--- src/rtl/instr_prefetch_pkg.sv ---
// Shared types and constants for the instruction prefetch queue.
// Optional same-cycle return bypass is enabled by defining PF_BYPASS_EN.
package instr_prefetch_pkg;

    localparam int          INSTR_W   = 32;
    localparam logic [31:0] NOP_INSTR = 32'h0000_0013;
    localparam logic [31:0] PC_STEP   = 32'd4;

    typedef enum logic {
        PF_RUN   = 1'b0,
        PF_FLUSH = 1'b1
    } pf_state_e;

    typedef struct packed {
        logic [31:0]        pc;
        logic [INSTR_W-1:0] instr;
    } pf_entry_t;

    // Word-aligns a byte address; the low two bits never select anything.
    function automatic logic [31:0] pc_align(input logic [31:0] pc);
        return pc & 32'hFFFF_FFFC;
    endfunction

endpackage

--- src/rtl/instr_prefetch_pf_queue.sv ---
// Synchronous FIFO of {pc,instr} entries with push, pop and a flush that empties it.
// Pointers wrap modulo DEPTH (DEPTH is a power of two).
module pf_queue
    import instr_prefetch_pkg::*;
#(
    parameter int DEPTH = 4
) (
    input  logic                   clk,
    input  logic                   reset,
    input  logic                   push,
    input  pf_entry_t              push_data,
    input  logic                   pop,
    input  logic                   flush,
    output pf_entry_t              head,
    output logic                   empty,
    output logic                   full,
    output logic [$clog2(DEPTH):0] count
);

    localparam int AW = $clog2(DEPTH);
    localparam int CW = AW + 1;

    pf_entry_t       entries [DEPTH];
    logic [AW-1:0]   rd_ptr;
    logic [AW-1:0]   wr_ptr;

    always_ff @(posedge clk or negedge reset) begin
        if (!reset) begin
            rd_ptr <= '0;
            wr_ptr <= '0;
            count  <= '0;
        end else if (flush) begin
            rd_ptr <= '0;
            wr_ptr <= '0;
            count  <= '0;
        end else begin
            if (push) wr_ptr <= wr_ptr + AW'(1);
            if (pop)  rd_ptr <= rd_ptr + AW'(1);
            case ({push, pop})
                2'b10:   count <= count + CW'(1);
                2'b01:   count <= count - CW'(1);
                default: count <= count;
            endcase
        end
    end

    // Storage carries no reset; only the pointers define which entries are live.
    always_ff @(posedge clk) begin
        if (push && !flush) entries[wr_ptr] <= push_data;
    end

    assign head  = entries[rd_ptr];
    assign empty = (count == '0);
    assign full  = (count == CW'(DEPTH));

endmodule

--- src/rtl/instr_prefetch.sv ---
// Instruction prefetch queue: fetches sequential words ahead of the core and flushes on a PC change.
// Define PF_BYPASS_EN to forward a returning word straight to the core when the queue is empty.
module instr_prefetch
    import instr_prefetch_pkg::*;
#(
    parameter int DEPTH = 4
) (
    input  logic        clk,
    input  logic        reset,
    input  logic [31:0] cpu_pc,
    input  logic        cpu_advance,
    output logic [31:0] cpu_instr,
    output logic        cpu_valid,
    output logic        mem_req,
    output logic [31:0] mem_addr,
    input  logic        mem_gnt,
    input  logic        mem_rvalid,
    input  logic [31:0] mem_rdata
);

    localparam int CW = $clog2(DEPTH) + 1;

    logic [31:0] fetch_pc;
    logic [31:0] tag_pc;
    logic [CW-1:0] outstanding;
    logic [CW-1:0] drop_cnt;
    pf_state_e   state;

    pf_entry_t   q_head;
    pf_entry_t   q_push_data;
    logic        q_empty;
    logic        q_full;
    logic        q_push;
    logic        q_pop;
    logic [CW-1:0] q_count;

    logic        head_hit;
    logic        tag_hit;
    logic        bypass_hit;
    logic        redirect;
    logic        grant;
    logic        accept;
    logic [CW-1:0] outstanding_nxt;
    logic [CW:0] occupancy;

    assign head_hit = !q_empty && (pc_align(q_head.pc) == pc_align(cpu_pc));
    assign tag_hit  = (pc_align(tag_pc) == pc_align(cpu_pc));

`ifdef PF_BYPASS_EN
    assign bypass_hit = reset && q_empty && (drop_cnt == '0) && mem_rvalid && tag_hit;
`else
    assign bypass_hit = 1'b0;
`endif

    assign cpu_valid = head_hit || bypass_hit;

    always_comb begin
        cpu_instr = NOP_INSTR;
        if (head_hit)        cpu_instr = q_head.instr;
        else if (bypass_hit) cpu_instr = mem_rdata;
    end

    // An empty queue whose next expected word is cpu_pc is merely waiting, not mispredicted.
    assign redirect = !cpu_valid && !(q_empty && tag_hit);

    assign occupancy = {1'b0, q_count} + {1'b0, outstanding};
    assign mem_req   = reset && !redirect && !q_full && (occupancy < (CW+1)'(DEPTH));
    assign mem_addr  = fetch_pc;
    assign grant     = mem_req && mem_gnt;

    assign accept      = mem_rvalid && (drop_cnt == '0) && !redirect;
    assign q_push      = accept && !(bypass_hit && cpu_advance);
    assign q_pop       = head_hit && cpu_advance;
    assign q_push_data = '{pc: tag_pc, instr: mem_rdata};

    assign outstanding_nxt = outstanding + CW'(grant) - CW'(mem_rvalid);

    always_ff @(posedge clk or negedge reset) begin
        if (!reset) begin
            fetch_pc    <= '0;
            tag_pc      <= '0;
            outstanding <= '0;
            drop_cnt    <= '0;
            state       <= PF_RUN;
        end else begin
            outstanding <= outstanding_nxt;
            if (redirect) begin
                // Everything still in flight belongs to the old stream and must be discarded.
                fetch_pc <= pc_align(cpu_pc);
                tag_pc   <= pc_align(cpu_pc);
                drop_cnt <= outstanding_nxt;
                state    <= (outstanding_nxt != '0) ? PF_FLUSH : PF_RUN;
            end else begin
                if (grant)  fetch_pc <= fetch_pc + PC_STEP;
                if (accept) tag_pc   <= tag_pc + PC_STEP;
                case (state)
                    PF_FLUSH: begin
                        if (mem_rvalid) drop_cnt <= drop_cnt - CW'(1);
                        if (drop_cnt == '0 || (drop_cnt == CW'(1) && mem_rvalid))
                            state <= PF_RUN;
                    end
                    default: state <= PF_RUN;
                endcase
            end
        end
    end

    pf_queue #(.DEPTH(DEPTH)) u_queue (
        .clk       (clk),
        .reset     (reset),
        .push      (q_push),
        .push_data (q_push_data),
        .pop       (q_pop),
        .flush     (redirect),
        .head      (q_head),
        .empty     (q_empty),
        .full      (q_full),
        .count     (q_count)
    );

endmodule

--- config.mk ---
export PLATFORM = sky130hd
export DESIGN_NAME = instr_prefetch
export DESIGN_NICKNAME = d
export VERILOG_FILES = /design/src/rtl/instr_prefetch_pkg.sv /design/src/rtl/instr_prefetch_pf_queue.sv /design/src/rtl/instr_prefetch.sv
export SDC_FILE = /design/constraint.sdc
export NUM_CORES = 1
export LEC_CHECK = 0
export BUFFER_PORTS_ARGS = -buffer_cell sky130_fd_sc_hd__buf_2
export CAP_MARGIN = 20
export CORE_MARGIN = 8
export CORE_UTILIZATION = 62
export CTS_BUF_LIST = sky130_fd_sc_hd__clkbuf_8
export DETAILED_ROUTE_END_ITERATION = 12
export MAX_ROUTING_LAYER = met4
export PLACE_DENSITY_LB_ADDON = 0.2
export SLEW_MARGIN = 20
export SYNTH_ARGS = -nofsm -noshare
export SYNTH_HDL_FRONTEND = slang
export SYNTH_SLANG_ARGS = --single-unit
export TNS_END_PERCENT = 5
--- constraint.sdc ---
create_clock -name clk -period 5.8 [get_ports clk]
set_input_delay 0.87 -clock clk [delete_from_list [all_inputs] [get_ports clk]]
set_output_delay 0.87 -clock clk [all_outputs]
set_load 0.02 [all_outputs]
==> summary.txt, run 1 <==
Placement
  • I/O Buffers: 130
  • DP Area: between 15,000 and 20,000 um^2
  • Placed cell count: roughly 1,300
  • Routability cong.: ~0.80
  • Pre-CTS WS: 1.139 ns
  • Hpwl dp: slightly above 20,000 um

STA
  • Setup TNS: 0 ns
  • Worst setup margin: ~0.66 ns
  • Max frequency: roughly 0.19 GHz
  • WHS: between 0.15 and 0.2 ns
  • Setup violations, final: 0
  • Worst slew margin: 32.21%
  • Worst slew pin tran: around 1.0 ns
  • Final Max Tran Viols: 0
  • Tcrit/Tclk final: about 90%
  • RSZ-0062 raised after global routing: false
  • Fin crit period: ~5.1 ns
  • Hold Vio Cnt, Final: 0
  • Final Skew: roughly 0.016 ns

Setup path
  • Reg2reg start: u_queue.rd_ptr[0]
  • CP max FO: 48
  • Worst R2R Path Depth: 15
  • Reg2reg setup slack: 1.12 ns
  • CP Data Arrival Time: 4.27 ns
  • CP Data Required Time: ~4.9 ns
  • CP startpoint kind: register
  • FF-to-FF End: state
  • WS Path Type: reg2out
  • CP endpoint kind: primary output

Synth
  • Post-Synthesis Mean Instance Area: around 16 um^2
  • Post-synth EDFFs: roughly 250
  • Synth Cell Area: 14,500 um^2
  • Top_reg_cell synth: edfxtp_1
  • Synth warn: 0
  • Distinct cell type count after synthesis: 59
  • Seq cells post-synth: around 320
  • Cell count after synthesis: roughly 900
  • Post-synthesis sequential area ratio: between 60% and 70%
  • Ys async rst share: between 20% and 30%

Run
  • Number of max-cap violations: 0

Route
  • Final WL: about 31,000 um
  • DR pass1 iterations: 5
  • Routed via count: between 8,000 and 9,000
  • ANT nets after route: 0
  • DRC Markers: 0
  • Vias per inst: roughly 5.7
  • Initial DRC Count: 530
  • Drt wl/cell: between 20 and 25 um

Floorplan
  • Die H: between 150 and 200 um
  • I/O pin cnt: 135
  • Die X-Extent: 168.9 um
  • Initial Utilization: ~63%
  • Core area: 23,190 um^2
  • Die ar.: between 20,000 and 30,000 um^2
  • Std-Cell Rows: between 50 and 60

Power and ir drop
  • Power Density: between 200 and 300 nW/um^2
  • Leak Pwr: a little over 6 nW
  • Worst VDD drop: roughly 230 uV
  • Pwr Total: 4.649 mW

Final layout
  • Layout area overhead: 13.35%
  • Multi-input gate area: roughly 5000 um^2
  • Final Net Count: between 1,000 and 1,500
  • Final instance count without filler cells: roughly 1,400
  • Layout cell share with drive strength beyond 1: 30.42%
  • Antenna diodes: 0
  • Register Area: between 9000 and 10,000 um^2
  • Fillcell total: 1,545
  • Post-route cell area: around 16,000 um^2
  • Final core occ: between 70 and 80%

CTS
  • Root cell of the clock tree: clkbuf_8
  • Hold Buf Count CTS: 0
  • Clk Latency, worst-skew pair: 0.56 ns
  • Buffer count from post-CTS setup fixing: 0
  • CTS H-tree depth: 2
  • Clk buf depth: 3
  • Clock Sinks: ~320
  • Total CTS buffers: 51
  • Worst-path clk slew: ~0.060 ns
  • CTS tree: built
  • Gates resized, CTS repair: 0

Global route
  • First-pass GRT wire length: about 47,000 um
  • Largest net degree at the start of global routing: 56
  • Gr usage total: approximately 22%
  • Initial antenna violation count: 0
  • GR Overflow Total: 0
  • Number of global-route vias before repair: around 8,600

Outcome
  • Outcome: complete, no violations

Hold path
  • Hold Path Class: in2async
## state kept, by name (all words and copies together) (netlist names)
register / flops
tag_pc: 30
state: 1
mem_addr: 30
outstanding: 3
u_queue.rd_ptr: 2
u_queue.entries: 248
drop_cnt: 3
u_queue.wr_ptr: 2
u_queue.count: 3
## layer usage
layer  vias up  track usage (%)  routed length [um]
li1       3680                -                   -
met1      4092            28.03               12930
met2       239            35.67               15230
met3        57            4.053                1578
met4         0            7.880                 837
met5         -                -                   0
## worst max-delay path by stage
stage                      startpoint  slack (ns)               endpoint
finish              u_queue.rd_ptr[0]        0.66          cpu_instr[20]
global route        u_queue.rd_ptr[0]        0.49           cpu_instr[2]
CTS                 u_queue.rd_ptr[0]        0.61          cpu_instr[20]
detailed placement  u_queue.rd_ptr[0]        1.14                  state
global placement    u_queue.rd_ptr[0]        1.17                  state
floorplan           u_queue.rd_ptr[1]        1.52  u_queue.entries[0][0]
## worst max-delay path, stage by stage (launching register included)
cell     delay (ns)
dfrtp_4        1.07
mux4_2         0.61
xor2_1         0.18
nor4_1         0.44
and4_1         0.44
nand4_2        0.16
buf_4          0.30
nor2b_1        0.26
buf_2          0.21
## cell usage in the layout (no fill, tap or decap), types with 41 or more instances in the layout
cell type,count
clkbuf_8,56
xnor2_1,68
xor2_1,57
mux4_2,56
mux2_4,41
edfxtp_1,248
inv_1,50
nor2_1,46
buf_2,129
dfrtp_1,72
## cells in the mapped netlist, types with 2 or more instances
| cell type | number | share of area [%] |
|---|---|---|
| edfxtp_1 | 248 | 51 |
| dfrtp_1 | 74 | 13 |
| xnor2_1 | 68 | 4.1 |
| xor2_1 | 57 | 3.4 |
| mux4_2 | 56 | 8.7 |
| nor2_1 | 46 | 1.2 |
| mux2_4 | 41 | 4.2 |
| nand2_1 | 34 | 0.88 |
| inv_1 | 29 | 0.75 |
| nor2b_1 | 29 | 1.3 |
| mux2i_1 | 25 | 1.7 |
| nand3_1 | 25 | 0.86 |
| nand4_1 | 17 | 0.73 |
| clkbuf_1 | 14 | 0.36 |
| ha_1 | 13 | 1.1 |
| buf_6 | 11 | 0.85 |
| nor3_1 | 9 | 0.31 |
| nor4_1 | 9 | 0.39 |
| a21oi_1 | 7 | 0.24 |
| a21oi_2 | 7 | 0.42 |
| and2_1 | 6 | 0.26 |
| o21ai_0 | 5 | 0.17 |
| and3_1 | 4 | 0.17 |
| and4_1 | 4 | 0.24 |
| o21ai_1 | 4 | 0.14 |
| or2_1 | 4 | 0.17 |
| or3_1 | 4 | 0.17 |
| or4_1 | 4 | 0.21 |
| buf_1 | 3 | 0.078 |
| buf_2 | 3 | 0.10 |
| buf_4 | 3 | 0.16 |
| mux2_1 | 3 | 0.23 |
| fa_1 | 2 | 0.28 |
| o221ai_1 | 2 | 0.12 |
| o22ai_1 | 2 | 0.086 |
## area by class of cell
type / count / share of cell area [%]
clock buffer: 56 / 4.689
inverter: 29 / 0.6623
clock inverter: 35 / 0.9135
timing repair buffer: 144 / 4.918
multi-input combinational: 512 / 29.78
tap: 319 / 2.428
sequential: 322 / 56.61
## kinds of logic after synthesis
| family | count (synthesis) | share of synthesized area [%] |
|---|---|---|
| AND/OR/NAND/NOR | 209 | 7.869 |
| multiplexers | 126 | 14.98 |
| AO/OA/AOI/OAI | 35 | 1.743 |
| XOR/XNOR | 125 | 7.550 |
| other | 1 | 0.02586 |
| adder cells (fa/ha/maj) | 15 | 1.398 |
| buffers and inverters | 63 | 2.304 |
| flip-flops | 322 | 64.13 |
## where the power goes
part	total, mW	switching (mW)	leakage [nW]	internal [mW]
logic	0.329	0.186	2.47	0.144
registers	2.59	0.0587	3.10	2.53
clock network	1.73	0.841	0.554	0.885
(Power assumes the default switching activity.)
==> inputs of run 2 (changes only) <==
--- a/config.mk
+++ b/config.mk
@@ -7,12 +7,11 @@
 export LEC_CHECK = 0
 export BUFFER_PORTS_ARGS = -buffer_cell sky130_fd_sc_hd__buf_2
 export CAP_MARGIN = 20
-export CORE_MARGIN = 8
 export CORE_UTILIZATION = 62
 export CTS_BUF_LIST = sky130_fd_sc_hd__clkbuf_8
 export DETAILED_ROUTE_END_ITERATION = 12
 export MAX_ROUTING_LAYER = met4
-export PLACE_DENSITY_LB_ADDON = 0.2
+export PLACE_DENSITY = 0.89
 export SLEW_MARGIN = 20
 export SYNTH_ARGS = -nofsm -noshare
 export SYNTH_HDL_FRONTEND = slang
==> run 2 against run 1 <==
Against the previous run:
- via count up 3.7%
- final area about the same
- die area down 16%
- setup slack better by 0.23 ns
- cell count down 0.42%
- register-to-register slack better by 0.22 ns
- clock-buffer cell count up 1
- clock skew up 0.011 ns
- core utilization up 1.3 points
- critical path depth up 1
- routed wire length up 1.2%
- clock power up 4%
==> summary.txt, run 2 (synthesized netlist as in run 1, its figures left out) <==
Global route
  • Gr usage total: ~28%
  • Number of global-route vias before repair: 8,813
  • Largest net degree at the start of global routing: 45
  • Initial antenna violation count: 4
  • GR Overflow Total: 0
  • First-pass GRT wire length: 47,960 um

Route
  • Routed via count: ~8,400
  • DRC Markers: 0
  • ANT nets after route: 0
  • Initial DRC Count: 785
  • Final WL: between 30,000 and 40,000 um
  • Drt wl/cell: approximately 22 um
  • DR pass1 iterations: 5
  • Vias per inst: ~5.9

Final layout
  • Layout cell share with drive strength beyond 1: between 30% and 40%
  • Max FFs per register: around 250
  • Most frequent cells in the layout: edfxtp_1, buf_2, dfrtp_1
  • Final Net Count: 1,139
  • Fillcell total: about 1,400
  • Post-route cell area: about 16,000 um^2
  • Multi-input gate area: around 4900 um^2
  • Register Area: slightly above 9000 um^2
  • Most common cell after layout, fill and taps aside: edfxtp_1
  • Most flops, register: u_queue.entries
  • Layout area overhead: 13.44%

Power and ir drop
  • Seq pwr share: between 50 and 60%
  • Worst VDD drop: 275.6 uV
  • Internal Power: ~3.6 mW
  • Leak Pwr: ~6.1 nW
  • P_sw: ~1.1 mW
  • Logic pwr share: under 10%
  • Switching share of power: approximately a quarter
  • Power Density: 287.4 nW/um^2
  • Clock Power Share: 38.0%

CTS
  • Clk buf depth: 3
  • Root cell of the clock tree: clkbuf_8
  • Hold Buf Count CTS: 0
  • Buffer count from post-CTS setup fixing: 0
  • CTS H-tree depth: 2
  • Clk Latency, worst-skew pair: about 0.57 ns
  • Worst-path clk slew: ~0.07 ns
  • Total CTS buffers: 49
  • Clock Sinks: roughly 320
  • CTS tree: built
  • Gates resized, CTS repair: 0

Floorplan
  • I/O pin cnt: between 100 and 150
  • Die H: ~150 um
  • Core area: around 23,000 um^2
  • Initial Utilization: 63.66%
  • Die ar.: roughly 24,000 um^2
  • Std-Cell Rows: 55
  • Die X-Extent: ~150 um

Setup path
  • WS Path Type: reg2out
  • CP Data Required Time: approximately 5 ns
  • Crit-path slowest cell: dfrtp_4
  • Crit path cell chain: buf_4, mux4_2, xor2_1, nor2_1, and4_1, nand4_2, buf_4, nor2b_1, buf_2
  • Reg2reg setup slack: 1.34 ns
  • CP startpoint kind: register
  • CP endpoint kind: primary output
  • Most Frequent Cell on Critical Path: buf_4
  • CP peak stage delay: 0.73 ns
  • CP Data Arrival Time: ~4.0 ns
  • Crit path max-delay family: buffers and inverters
  • Worst Path Buf+Inv: 3
  • CP max FO: 35

Hold path
  • Hold Path Class: in2async

STA
  • Fin crit period: just under 5 ns
  • Worst slew pin tran: about 1.0 ns
  • Setup violations, final: 0
  • WHS: between 0.2 and 0.3 ns
  • Tcrit/Tclk final: between 80% and 90%
  • RSZ-0062 raised after global routing: false
  • Worst slew margin: 30.10%
  • Final Skew: about 0.026 ns
  • Setup TNS: 0 ns
  • Hold Vio Cnt, Final: 0
  • Max frequency: between 0.2 and 0.25 GHz
  • Final Max Tran Viols: 0

Run
  • Number of max-cap violations: 0

Placement
  • Routability cong.: roughly 0.85
  • Hpwl dp: between 20,000 and 25,000 um
  • I/O Buffers: 130
  • DP Area: 15,480 um^2

Outcome
  • Outcome: complete, no violations
-- run 2: metal layers --
| metal | up-vias | share of wire (%) | track usage, % | wire length (um) |
|---|---|---|---|---|
| met1 | 4217 | 39 | 34.04 | 12100 |
| met5 | - | 0 | - | 0 |
| met2 | 366 | 50 | 43.91 | 15320 |
| met4 | 0 | 4.2 | 12.92 | 1299 |
| li1 | 3689 | - | - | - |
| met3 | 91 | 7.2 | 6.462 | 2224 |
-- run 2: worst paths after layout --
kind / start / end / cells after the start
worst max-delay path: u_queue.rd_ptr[0] / cpu_instr[19] / 9
worst min-delay path: reset / mem_addr[23] / 1
worst max register to register: u_queue.rd_ptr[0] / state / 16
worst min register to register: drop_cnt[1] / drop_cnt[1] / 2
max in group asynchronous: reset / drop_cnt[2] / 2
min in group clk: mem_rdata[16] / u_queue.entries[1][16] / 1
-- run 2: final cells by class --
| type | instances | area share [%] |
|---|---|---|
| Multi-Input combinational cell | 512 | 29.76 |
| Inverter | 29 | 0.6617 |
| Tap cell | 313 | 2.381 |
| Clock inverter | 33 | 1.034 |
| Clock buffer | 57 | 4.769 |
| Sequential cell | 322 | 56.56 |
| Antenna cell | 4 | 0.06085 |
| Timing Repair Buffer | 141 | 4.777 |
-- run 2: power by group through the flow --
stage | Sequential, mW | Combinational (mW) | Clock (mW)
floorplan | 2.64 | 0.201 | 0
global placement | 2.64 | 0.317 | 0
detailed placement | 2.64 | 0.330 | 0
CTS | 2.59 | 0.334 | 1.82
global route | 2.60 | 0.371 | 1.92
finish | 2.60 | 0.334 | 1.80
-- run 2: worst reg2reg max path, stage by stage, from the launching register on --
cell and delay [ns]:
dfrtp_4 0.73, buf_4 0.53, mux4_2 0.59, xor2_1 0.16, nor2_1 0.10, and4_1 0.34, nand4_2 0.18, inv_1 0.11
o21ai_0 0.11, ha_1 0.33, inv_1 0.06, ha_1 0.13, inv_1 0.04, fa_1 0.51, inv_1 0.06, nor3_1 0.21
mux2i_1 0.12
-- run 2: metrics by stage --
step | cells | utilization [%] | power, mW | setup WS [ns]
detailed placement | 1317 | 67.98 | 2.971 | 1.292
global route | 1411 | 72.22 | 4.889 | 0.6698
CTS | 1407 | 72.17 | 4.752 | 0.8360
finish | 1411 | 72.22 | 4.728 | 0.8905
floorplan | 897 | - | 2.838 | 1.522
global placement | 1317 | 67.98 | 2.955 | 1.347
==> inputs of run 3 (changes only) <==
--- a/config.mk
+++ b/config.mk
@@ -7,11 +7,11 @@
 export LEC_CHECK = 0
 export BUFFER_PORTS_ARGS = -buffer_cell sky130_fd_sc_hd__buf_2
 export CAP_MARGIN = 20
-export CORE_UTILIZATION = 62
+export CORE_UTILIZATION = 56
 export CTS_BUF_LIST = sky130_fd_sc_hd__clkbuf_8
 export DETAILED_ROUTE_END_ITERATION = 12
 export MAX_ROUTING_LAYER = met4
-export PLACE_DENSITY = 0.89
+export PLACE_DENSITY = 0.85
 export SLEW_MARGIN = 20
 export SYNTH_ARGS = -nofsm -noshare
 export SYNTH_HDL_FRONTEND = slang
==> constraint.sdc (replaced) <==
create_clock -name clk -period 4.18 [get_ports clk]
set_input_delay 0.627 -clock clk [delete_from_list [all_inputs] [get_ports clk]]
set_output_delay 0.627 -clock clk [all_outputs]
set_load 0.02 [all_outputs]
==> run 3 against run 2 <==
Against the previous run:
- the flow now finishes with violations (setup timing)
- core utilization down 4.3 points
- critical path depth up 3
- clock-buffer cell count shrank 1
- clock power is 38% higher
- register-to-register slack lost 1.3 ns
- worst hold slack got worse by 0.14 ns
- via count about the same
- combinational power is 48% higher
- routed wire length up 0.92%
- first-iteration DRC count shrank 15%
- critical endpoint is now cpu_instr[5]
==> summary.txt, run 3 (synthesized netlist as in run 1, its figures left out) <==
CTS
  • Clk buf depth: 3
  • Worst-path clk slew: ~0.06 ns
  • Hold Buf Count CTS: 0
  • CTS tree: built
  • CTS H-tree depth: 2
  • Clock Sinks: ~320
  • Total CTS buffers: 52
  • Clk Latency, worst-skew pair: roughly 0.59 ns
  • Root cell of the clock tree: clkbuf_8

Setup path
  • Reg2reg start: u_queue.rd_ptr[0]
  • CP Data Arrival Time: approximately 3.6 ns
  • CP Data Required Time: 3.55 ns
  • CP endpoint kind: primary output
  • Crit-path slowest cell: dfrtp_4
  • CP peak stage delay: 0.51 ns
  • WS Path Type: reg2out
  • Reg2reg setup slack: 0.03 ns
  • CP max FO: 8
  • Critical Path Sink: cpu_instr[5]
  • CP startpoint: u_queue.rd_ptr[0]
  • Worst R2R Path Depth: 19
  • FF-to-FF End: state
  • Crit path cell chain: buf_12, buf_8, mux4_2, xnor2_2, nand4_1, nor4_4, buf_4, nand4_4, buf_12, buf_16, nor2b_1, buf_4
  • CP startpoint kind: register

STA
  • Final Skew: around 0.040 ns
  • Worst setup margin: -0.001881 ns
  • Setup violations, final: 2
  • Worst slew margin: between 50% and 60%
  • Hold Vio Cnt, Final: 0
  • Fin crit period: around 4.2 ns
  • Worst slew pin tran: between 0.6 and 0.7 ns
  • Tcrit/Tclk final: 100.0%
  • RSZ-0062 raised after global routing: true
  • Final Max Tran Viols: 0
  • Max frequency: 0.2391 GHz

Route
  • Routed via count: approximately 8,400
  • ANT nets after route: 0
  • Vias per inst: between 5 and 6
  • Final WL: between 30,000 and 40,000 um
  • Met3 WL: around 2600 um
  • Initial DRC Count: 667
  • DRC Markers: 0
  • DR pass1 iterations: 5
  • WL met2: ~16,000 um
  • Wl on met1: 12,270 um
  • Drt wl/cell: between 20 and 25 um
  • DR top layer: met4

Power and ir drop
  • P_sw: approximately 1.6 mW
  • Seq pwr share: a little over half
  • Switching share of power: 23.68%
  • Clock Power Share: 37.8%
  • Power Density: approximately 380 nW/um^2
  • Worst VDD drop: between 300 and 400 uV
  • Leak Pwr: about 6.4 nW
  • Internal Power: around 5.0 mW
  • Logic pwr share: ~7.5%
  • Pwr Total: between 6 and 7 mW

Placement
  • Hpwl dp: around 20,000 um
  • I/O Buffers: 130
  • Routability cong.: 0.8635
  • Placed cell count: ~1,400

Global route
  • Gr usage total: around a quarter
  • Largest net degree at the start of global routing: 60
  • Initial antenna violation count: 3
  • Number of global-route vias before repair: ~8,600
  • First-pass GRT wire length: ~47,000 um
  • GR Overflow Total: 0

Floorplan
  • Die H: 162.9 um
  • Die ar.: around 27,000 um^2
  • Core area: about 25,000 um^2
  • Initial Utilization: a little under three fifths
  • Std-Cell Rows: between 50 and 60
  • I/O pin cnt: roughly 140
  • Die X-Extent: 162.9 um

Final layout
  • Final Net Count: 1,181
  • Layout cell share with drive strength beyond 1: between 30% and 40%
  • Layout area overhead: 18.31%
  • Fillcell total: 1,676
  • Most common cell after layout, fill and taps aside: edfxtp_1
  • Most flops, register: u_queue.entries
  • Final instance count without filler cells: about 1,500
  • Most frequent cells in the layout: edfxtp_1, buf_2, dfrtp_1
  • Max FFs per register: around 250

Hold path
  • Hold Path Class: in2async

Run
  • Number of max-cap violations: 0

Outcome
  • Outcome: complete, but fails checks
  • Failing checks: setup timing
[run 3: final cells by class]
type / count / area, um^2 / area share (%)
tap: 330 / 412.9 / 2.407
clock buffer: 56 / 770.7 / 4.493
timing repair buffer: 180 / 1365 / 7.957
inverter: 29 / 108.9 / 0.6345
clock inverter: 35 / 178.9 / 1.043
antenna: 3 / 7.507 / 0.04376
sequential: 322 / 9304 / 54.23
multi-input combinational: 512 / 5007 / 29.19
[run 3: per-stage QoR]
step	hold WS, ns	setup TNS (ns)	cell area, um^2	setup WS, ns	util [%]
after detailed placement	0.5551	0	15740	0.2835	62.34
after global routing	0.1149	-1.462	17160	-0.1249	67.93
final	0.1170	-0.001993	17160	-0.001881	67.93
after global placement	0.5399	0	15740	0.3519	62.34
after CTS	0.09473	-0.005137	16860	-0.003597	66.75
after floorplan	0.3314	-18.12	14510	-0.09741	-
[run 3: layer usage]
| layer | vias up | global-route usage (%) |
|---|---|---|
| met5 | - | - |
| li1 | 3768 | - |
| met3 | 54 | 5.449 |
| met2 | 351 | 39.71 |
| met4 | 0 | 8.751 |
| met1 | 4186 | 31.08 |
[run 3: how the worst min path moves through the flow]
stage                from                      to  slack, ns  depth (start not counted)
2_1_floorplan       reset             drop_cnt[0]       0.33                          0
3_5_place_dp   tag_pc[30]  u_queue.entries[0][62]       0.56                          0
3_3_place_gp   tag_pc[30]  u_queue.entries[0][62]       0.54                          0
5_1_grt             reset            mem_addr[26]       0.11                          2
4_1_cts             reset            mem_addr[21]       0.09                          2
6_report            reset            mem_addr[26]       0.12                          2
[run 3: what timing repair did]
item | in CTS | in global routing
cloned | 2 | 1
pin swaps | 2 | 8
resized for setup | 23 | 51
endpoints found under the setup margin | 11 | 30
hold endpoints to repair | 0 | 0
setup buffers | 4 | 12
[run 3: power by group through the flow]
stage	combinational, mW	clock [mW]	sequential, mW
floorplan	0.279	0	3.66
global placement	0.447	0	3.66
detailed placement	0.465	0	3.66
CTS	0.469	2.54	3.60
global route	0.542	2.68	3.61
finish	0.493	2.49	3.60
[run 3: worst max-delay path, delay by kind of cell, from the launching register on]
kind / cells / cell delay, ns
flip-flops: 1 / 0.51
buffers and inverters: 6 / 0.96
multiplexers: 1 / 0.45
XOR/XNOR: 1 / 0.20
AND/OR/NAND/NOR: 4 / 0.82
